File: config.mk
export PLATFORM = sky130hd
export DESIGN_NAME = pass_through_rx_flat
export DESIGN_NICKNAME = d
export VERILOG_FILES = /design/src/rtl/quic_rx_pkg.sv /design/src/rtl/pass_through_rx_if.sv /design/src/rtl/manchester_pair_dec.sv /design/src/rtl/pass_through_rx.sv /design/src/flat_wrapper.sv
export SDC_FILE = /design/constraint.sdc
export NUM_CORES = 1
export LEC_CHECK = 0
export BUFFER_PORTS_ARGS = -buffer_cell sky130_fd_sc_hd__buf_4
export CAP_MARGIN = 20
export CORE_MARGIN = 1
export CORE_UTILIZATION = 54
export DETAILED_ROUTE_END_ITERATION = 10
export MAX_ROUTING_LAYER = met4
export PLACE_DENSITY_LB_ADDON = 0.2
export RECOVER_POWER = 50
export SLEW_MARGIN = 0
export SYNTH_ARGS = -nofsm -noshare
export SYNTH_HDL_FRONTEND = slang
export SYNTH_SLANG_ARGS = --single-unit
File: constraint.sdc
create_clock -name clk -period 2.9 [get_ports clk]
set_clock_uncertainty 0.05 [all_clocks]
set_input_delay 0.725 -clock clk [delete_from_list [all_inputs] [get_ports clk]]
set_output_delay 0.725 -clock clk [all_outputs]
set_load 0.005 [all_outputs]
File: src/rtl/quic_rx_pkg.sv
// Shared constants and types for the QUIC/UDP Manchester receive front end.
package quic_rx_pkg;

    localparam int unsigned FRAME_BITS = 464;
    localparam int unsigned DATA_BITS  = 134;
    localparam int unsigned PORT_BITS  = 16;
    localparam int unsigned SRC_MSB    = 463;
    localparam int unsigned DST_MSB    = 447;
    localparam int unsigned CNT_BITS   = $clog2(FRAME_BITS + 1);

    typedef enum logic [1:0] {
        HUNT = 2'd0,
        RECV = 2'd1,
        DONE = 2'd2
    } rx_state_e;

endpackage

File: src/rtl/pass_through_rx_if.sv
// Line input and parallel frame/field outputs of the Manchester receiver.
interface pass_through_rx_if;
    import quic_rx_pkg::*;

    logic                  encoded;
    logic [FRAME_BITS-1:0] decoded;
    logic [PORT_BITS-1:0]  source_port;
    logic [PORT_BITS-1:0]  dest_port;
    logic [DATA_BITS-1:0]  data;

    // master drives the line and consumes the frame; slave is the receiver
    modport master (
        output encoded,
        input  decoded, source_port, dest_port, data
    );

    modport slave (
        input  encoded,
        output decoded, source_port, dest_port, data
    );
endinterface

File: src/rtl/manchester_pair_dec.sv
// Pairs Manchester half-symbols and classifies each pair on its second half.
module manchester_pair_dec (
    input  logic clk,
    input  logic rst_n,
    input  logic encoded,
    output logic bit_valid,
    output logic bit_val,
    output logic idle,
    output logic violation
);
    logic phase;
    logic first_half;

    // phase=0 marks a first-half sample; the pair resolves when phase=1
    always_ff @(posedge clk or negedge rst_n) begin
        if (!rst_n) begin
            phase      <= 1'b0;
            first_half <= 1'b0;
        end else begin
            phase <= ~phase;
            if (!phase) begin
                first_half <= encoded;
            end
        end
    end

    // Classification is combinational so the bit lands on the second-half edge
    assign bit_valid = phase & (first_half ^ encoded);
    assign bit_val   = encoded;
    assign idle      = phase & ~first_half & ~encoded;
    assign violation = phase & first_half & encoded;

endmodule

File: src/rtl/pass_through_rx.sv
// Manchester frame capture: hunts for a frame, shifts 464 bits in, latches them.
module pass_through_rx
    import quic_rx_pkg::*;
(
    input  logic             clk,
    input  logic             rst_n,
    pass_through_rx_if.slave bus
);
    logic                  bit_valid;
    logic                  bit_val;
    logic                  idle;
    logic                  violation;
    rx_state_e             state;
    logic [CNT_BITS-1:0]   count;
    logic [FRAME_BITS-2:0] hist;
    logic [FRAME_BITS-1:0] frame_next;
    logic [FRAME_BITS-1:0] decoded_q;

    manchester_pair_dec u_pair_dec (
        .clk       (clk),
        .rst_n     (rst_n),
        .encoded   (bus.encoded),
        .bit_valid (bit_valid),
        .bit_val   (bit_val),
        .idle      (idle),
        .violation (violation)
    );

    // The oldest shift bit would only ever fall off the end, so it is not stored
    assign frame_next = {hist, bit_val};

    always_ff @(posedge clk or negedge rst_n) begin
        if (!rst_n) begin
            state     <= HUNT;
            count     <= '0;
            hist      <= '0;
            decoded_q <= '0;
        end else begin
            case (state)
                HUNT: begin
                    if (bit_valid) begin
                        hist  <= frame_next[FRAME_BITS-2:0];
                        count <= CNT_BITS'(1);
                        state <= RECV;
                    end
                end
                RECV: begin
                    if (bit_valid) begin
                        hist <= frame_next[FRAME_BITS-2:0];
                        if (count == CNT_BITS'(FRAME_BITS - 1)) begin
                            decoded_q <= frame_next;
                            state     <= DONE;
                        end
                        if (count != {CNT_BITS{1'b1}}) begin
                            count <= count + CNT_BITS'(1);
                        end
                    end else if (idle || violation) begin
                        count <= '0;
                        state <= HUNT;
                    end
                end
                DONE: begin
                    // Trailing valid bits are frame tail; only idle rearms
                    if (idle) begin
                        count <= '0;
                        state <= HUNT;
                    end
                end
                default: begin
                    count <= '0;
                    state <= HUNT;
                end
            endcase
        end
    end

    assign bus.decoded     = decoded_q;
    assign bus.source_port = decoded_q[SRC_MSB -: PORT_BITS];
    assign bus.dest_port   = decoded_q[DST_MSB -: PORT_BITS];
    assign bus.data        = decoded_q[DATA_BITS-1:0];

endmodule

File: src/flat_wrapper.sv
// flat-port wrapper written by rule: the top's interface ports become plain ports
module pass_through_rx_flat import quic_rx_pkg::*;
  (clk, rst_n, bus_encoded, bus_decoded, bus_source_port, bus_dest_port, bus_data);
  pass_through_rx_if bus_i ();
  input  logic clk;
  input  logic rst_n;
  input wire logic [$bits(bus_i.encoded)-1:0] bus_encoded;
  output wire logic [$bits(bus_i.decoded)-1:0] bus_decoded;
  output wire logic [$bits(bus_i.source_port)-1:0] bus_source_port;
  output wire logic [$bits(bus_i.dest_port)-1:0] bus_dest_port;
  output wire logic [$bits(bus_i.data)-1:0] bus_data;
  assign bus_i.encoded = bus_encoded;
  assign bus_decoded = bus_i.decoded;
  assign bus_source_port = bus_i.source_port;
  assign bus_dest_port = bus_i.dest_port;
  assign bus_data = bus_i.data;
  pass_through_rx u_core (.clk(clk), .rst_n(rst_n), .bus(bus_i));
endmodule
Word level (Yosys, flattened, before mapping)
Cells that the tools add are included.
{"block": "totals", "reg_bits": 940, "latch_bits": 0, "ramBits": 0, "romBits": 0, "in_bits": 3, "out_inout_bits": 630, "elab_cells": 44, "n_memories": 0}
{"block": "op_classes", "add_sub_neg": 1, "mul": 0, "div_mod_pow": 0, "n_lt_le_gt_ge": 0, "n_eq_ne": 9, "shift": 0, "n_mux": 12, "bitwise": 9, "n_reduce_logical": 7}
{"operator": "9-bit two-way mux", "count": 5}
{"operator": "9-bit case mux with 3 select lines", "count": 1}
{"operator": "2-bit two-way mux", "count": 5}
{"operator": "9-bit by 1-bit adder with 9-bit output, second input constant", "count": 1}
{"operator": "9-bit == test, second input constant", "count": 1}
{"operator": "9-bit inequality test, second input constant", "count": 1}
{"operator": "4-bit AND reduction", "count": 2}
{"operator": "3-bit inequality test, second input constant", "count": 2}
{"operator": "2-bit case mux with 3 select lines", "count": 1}
{"operator": "1-bit bitwise AND", "count": 5}
{"operator": "2-bit by 1-bit inequality test with 1-bit output, second input constant", "count": 2}
{"operator": "3-bit by 1-bit inequality test with 1-bit output, second input constant", "count": 1}
{"operator": "1-bit inverter", "count": 3}
{"operator": "3-bit AND reduction", "count": 1}
{"operator": "2-bit by 1-bit == test with 1-bit output, second input constant", "count": 1}
{"operator": "2-bit == test, second input constant", "count": 1}
{"operator": "2-bit logical NOT", "count": 1}
{"operator": "2-bit AND reduction", "count": 1}
{"operator": "2-bit OR reduction", "count": 1}
{"operator": "1-bit logical OR", "count": 1}
{"operator": "1-bit XOR", "count": 1}

Depth between registers and ports, before layout
{"block": "logic_depth", "depth_word": 7, "mapped_depth": 9, "depth_no_buf": 8}

Cells and area by module
From an unflattened synthesis, not the netlist that was laid out.
{"block": "unflattened", "cells_unflattened": 3188, "area_unflattened_um2": 36976.7}
{"mod": "pass_through_rx", "n_inst": 1, "cells_each": 3179, "area_each_um2": 36879.1}
{"mod": "manchester_pair_dec", "n_inst": 1, "cells_each": 9, "area_each_um2": 97.6}

Worst setup path before layout
Ideal clock, no wire load.
{"block": "synth_path", "kind": "input port to flip-flop", "from": "in bus_encoded", "to": "reg u_core.decoded_q[358], in the netlist u_core.bus.decoded[358]", "setup_time_ps": 128, "arrival_time_ps": 2214, "required_ps": 2722, "setup_slack_ps": 508, "stages": 8, "n_path_buf": 4, "cell_sequence": "buf_2 -> xor2_2 -> and3_1 -> buf_4 -> nand3b_2 -> buf_2 -> buf_2 -> mux2_1"}
{"block": "synth_between", "elab_chain_cells": 3}
{"element": "from (decl)", "line": "flat_wrapper.sv:7", "rtl": "input wire logic [$bits(bus_i.encoded)-1:0] bus_encoded;"}
{"element": "1-bit XOR", "line": "manchester_pair_dec.sv:28", "rtl": "assign bit_valid = phase & (first_half ^ encoded);"}
{"element": "1-bit bitwise AND", "line": "manchester_pair_dec.sv:28"}
{"element": "3-bit AND reduction (no source line)"}
{"element": "to (signal assigned)", "line": "pass_through_rx.sv:51", "rtl": "decoded_q <= frame_next;"}
{"element": "to (decl)", "line": "pass_through_rx.sv:17", "rtl": "logic [FRAME_BITS-1:0] decoded_q;"}
No other way between the ends.
A chain may end at the register's enable or synchronous reset.

Final worst setup path
{"block": "layout_path", "from": "reg u_core.state[1]", "to": "reg u_core.hist[348]"}
{"block": "layout_between", "elab_chain_cells": 3, "word_cells_on_any_way": 4, "cone_classes": "eq/ne: 1; reduce/logical: 3"}
{"element": "from (decl)", "line": "pass_through_rx.sv:13", "rtl": "rx_state_e state;"}
{"element": "from (signal assigned)", "line": "pass_through_rx.sv:34", "rtl": "state <= HUNT;"}
{"element": "from (signal assigned)", "line": "pass_through_rx.sv:44", "rtl": "state <= RECV;"}
{"element": "from (signal assigned)", "line": "pass_through_rx.sv:52", "rtl": "state <= DONE;"}
{"element": "2-bit by 1-bit == test with 1-bit output / 2-bit logical NOT (equally long branches)", "line": "pass_through_rx.sv:39", "rtl": "case (state)"}
{"element": "2-bit OR reduction (no source line) (*)"}
{"element": "2-bit AND reduction (no source line) (*)"}
{"element": "to (signal assigned)", "line": "pass_through_rx.sv:42", "rtl": "hist <= frame_next[FRAME_BITS-2:0];"}
{"element": "to (signal assigned)", "line": "pass_through_rx.sv:49", "rtl": "hist <= frame_next[FRAME_BITS-2:0];"}
{"element": "to (decl)", "line": "pass_through_rx.sv:15", "rtl": "logic [FRAME_BITS-2:0] hist;"}
Every way passes the cells marked *; elsewhere a longest branch is shown, timed or not.

==> impl_results.md <==
* Status: finished, final reports clean
* Core Footprint at 0.0662 mm^2
* Number of distinct library cells after synthesis at 36
* Mapped Cells at 3176
* CTS buffer count at 92
* Starting density of the core at 0.549
* Mapped Area at 0.0364 mm^2
* Antenna fix cells at 0
* TritonRoute pass-1 iters at 5
* Worst skew pair latency at 0.63 ns
* Hold slack final at 0.387 ns
* CTS tree: built
* Cell taking the most area after synthesis: dfrtp_1
* Synth Net Count at 3181
* Int Power at 20.5 mW
* RSZ-0062 raised after global routing: false
* Comb pwr share at 0.034
* Pre-CTS setup slack at 0.235 ns
* Top area cells in the synthesized netlist: dfrtp_1 65%, nand2_1 14%, mux2_1 14%, buf_4 3.5%, clkbuf_1 0.96%
* Vias/cell at 5.16
* Ports at 633
* Remaining Overflow, GRT at 0
* Min Tclk post-route at 2.58 ns
* Register bit total from synthesis at 940
* Worst-path clk slew at 0.07 ns
* Lkg Pwr at 25.5 nW
* CTS Sinks at 940
* Critical path startpoint category: flop
* Number of synthesized flops with an enable pin at 0
* GRT Overall Usage at 0.259
* Net switching power figure at 5.82 mW
* Area share of the largest cell type after synthesis at 0.647
* CTS Buffer Depth at 3
* Half-perimeter wire length after placement at 59300 um
* Wire per inst at 18.7 um
* Clock power frac at 0.463
* Final Max Slew Viols at 0
* Peak VDD IR at 0.589 mV
* Max_slew headroom at 0.0687
* Critical path arrival at 3.10 ns
* Global-route wire length before repair at 134000 um
* H-tree Lvls at 3
* CP required at 3.42 ns
* Synth-to-Final Area Change at 21.0%
* Drt first-iter violations at 1659
* Flop pwr share at 0.503
* Final worst path period share at 0.889
* Top_reg_cell synth: dfrtp_1
* FFs w/ async S/R, synth at 1.00
* Final hold violations at 0
* Die Wd at 261 um
* YS warnings at 0
* # setup viols final at 0
* Vias in the first global route at 23900
* Nets at 3660
* Vias at 23700
* Initial antenna violation count at 0
* Most numerous cell in the Yosys netlist: nand2_1
* Crit. End Element: flop
* Setup Crit Path Kind: flop to flop
* Share of layout cells above drive strength 1 at 0.222
* Post-CTS sizing at 0
* Final worst setup slack at 0.322 ns
* Port Buffers at 632
* Worst Tran Pin Value at 1.40 ns
* Sequential area share after synthesis at 0.647
* Maxcap violations at 0
* Average cell area after synthesis at 11.4 um^2
* DR DRC count at 0
* Die height at 261 um
* Die ar. at 0.0684 mm^2
* PwrDens at 600 mW/mm^2
* Max Freq at 388 MHz
* HP Class: input pin to flop
* Sw frac at 0.221
* Synth cell count leaders: 1399 x nand2_1, 940 x dfrtp_1, 449 x mux2_1, 168 x buf_4, 93 x clkbuf_1
* FP Rows at 94
* Critical Path Fanout Max at 44
* Largest net degree at the start of global routing at 104
* Root cell of the clock tree: clkbuf_16
* Post-layout util at 0.664
* Remaining antenna violation count at 0
* Setup TNS at 0 ns
* Gpl congestion at 0.835
* Final WL at 85600 um
-- power by group through the flow --
stage / clock, mW / sequential (mW) / combinational (mW)
floorplan: 0 / 13.5 / 0.420
global placement: 0 / 13.5 / 0.942
detailed placement: 0 / 13.5 / 0.961
CTS: 12.4 / 13.2 / 0.965
global route: 12.9 / 13.3 / 1.01
finish: 12.2 / 13.3 / 0.897
-- cells in the final DEF, fill, tap and decap left out, types with 2 or more instances in the layout --
| cell type | n |
|---|---|
| a211o_1 | 5 |
| and3_1 | 6 |
| buf_12 | 24 |
| buf_4 | 489 |
| bufinv_16 | 10 |
| clkbuf_1 | 64 |
| clkbuf_16 | 93 |
| clkbuf_2 | 13 |
| clkbuf_4 | 126 |
| clkbuf_8 | 17 |
| clkinv_2 | 20 |
| clkinv_8 | 2 |
| clkinvlp_4 | 4 |
| dfrtp_1 | 940 |
| ha_1 | 2 |
| inv_1 | 4 |
| inv_6 | 2 |
| mux2_1 | 449 |
| mux2_2 | 17 |
| mux2i_1 | 2 |
| nand2_1 | 1398 |
| nand3_1 | 2 |
| nor2b_1 | 2 |
| nor3_1 | 5 |
| nor3b_1 | 2 |
-- worst max-delay path, cell delays in order (launching register included) --
cell	delay, ns
dfrtp_1	0.46
nor2b_1	0.33
and2_1	0.78
clkbuf_4	0.64
nand2_1	0.15
nand2_1	0.09
-- state kept, by name, indices dropped and copies added, names as in the netlist --
signal                        count
u_core.state                      2
u_core.bus.decoded              464
u_core.hist                     463
u_core.u_pair_dec.phase           1
u_core.count                      9
u_core.u_pair_dec.first_half      1
-- per-layer routing --
| layer | global-route usage | share of wire | vias up |
|---|---|---|---|
| li1 | - | - | 10900 |
| met1 | 0.315 | 0.40 | 12000 |
| met2 | 0.420 | 0.50 | 643 |
| met3 | 0.0627 | 0.065 | 158 |
| met4 | 0.0954 | 0.035 | 0 |
| met5 | - | 0 | - |
-- final cells by class --
cell class / instances / area, um^2
clock buffers: 120 / 2600
clock inverters: 40 / 509
fillers: 4934 / 22200
inverters: 4 / 15.0
multi-input cells: 1909 / 10900
flip-flops and latches: 940 / 23500
well taps: 864 / 1080
repair buffers: 708 / 5390
-- through the flow --
stage          area [um^2]  power (mW)  std cells
2_1_floorplan        36400        13.9       3176
3_3_place_gp         41200        14.4       4424
3_5_place_dp         41200        14.4       4424
4_1_cts              44300        26.6       4585
5_1_grt              44000        27.2       4585
6_report             44000        26.4       4585
-- worst paths after layout --
path / to / cells past startpoint / slack [ns] / startpoint
worst max-delay path: u_core.hist[348] / 5 / 0.32 / u_core.state[1]
worst min-delay path: u_core.bus.decoded[0] / 2 / 0.39 / bus_encoded
worst max register to register: u_core.hist[348] / 5 / 0.32 / u_core.state[1]
worst min register to register: u_core.hist[296] / 2 / 0.42 / u_core.hist[295]
max in group asynchronous: u_core.bus.decoded[104] / 3 / 0.53 / rst_n
min in group asynchronous: u_core.bus.decoded[377] / 2 / 0.54 / rst_n
-- logic make-up after synthesis --
logic type / Yosys count / synth area share
xor gates and xnor gates: 1 / 0.000448
and+or+nand+nor: 1424 / 0.149
buffers and inverters: 327 / 0.0549
adders and majority gates: 2 / 0.000688
DFF: 940 / 0.647
muxes: 468 / 0.145
AOI/OAI and AO/OA: 14 / 0.00324
-- repair_timing --
item | in CTS | in global routing
setup buffers | 0 | 0
endpoints found under the hold margin | 12 | 0
hold buffers | 1 | 0
(Power assumes the default switching activity.)
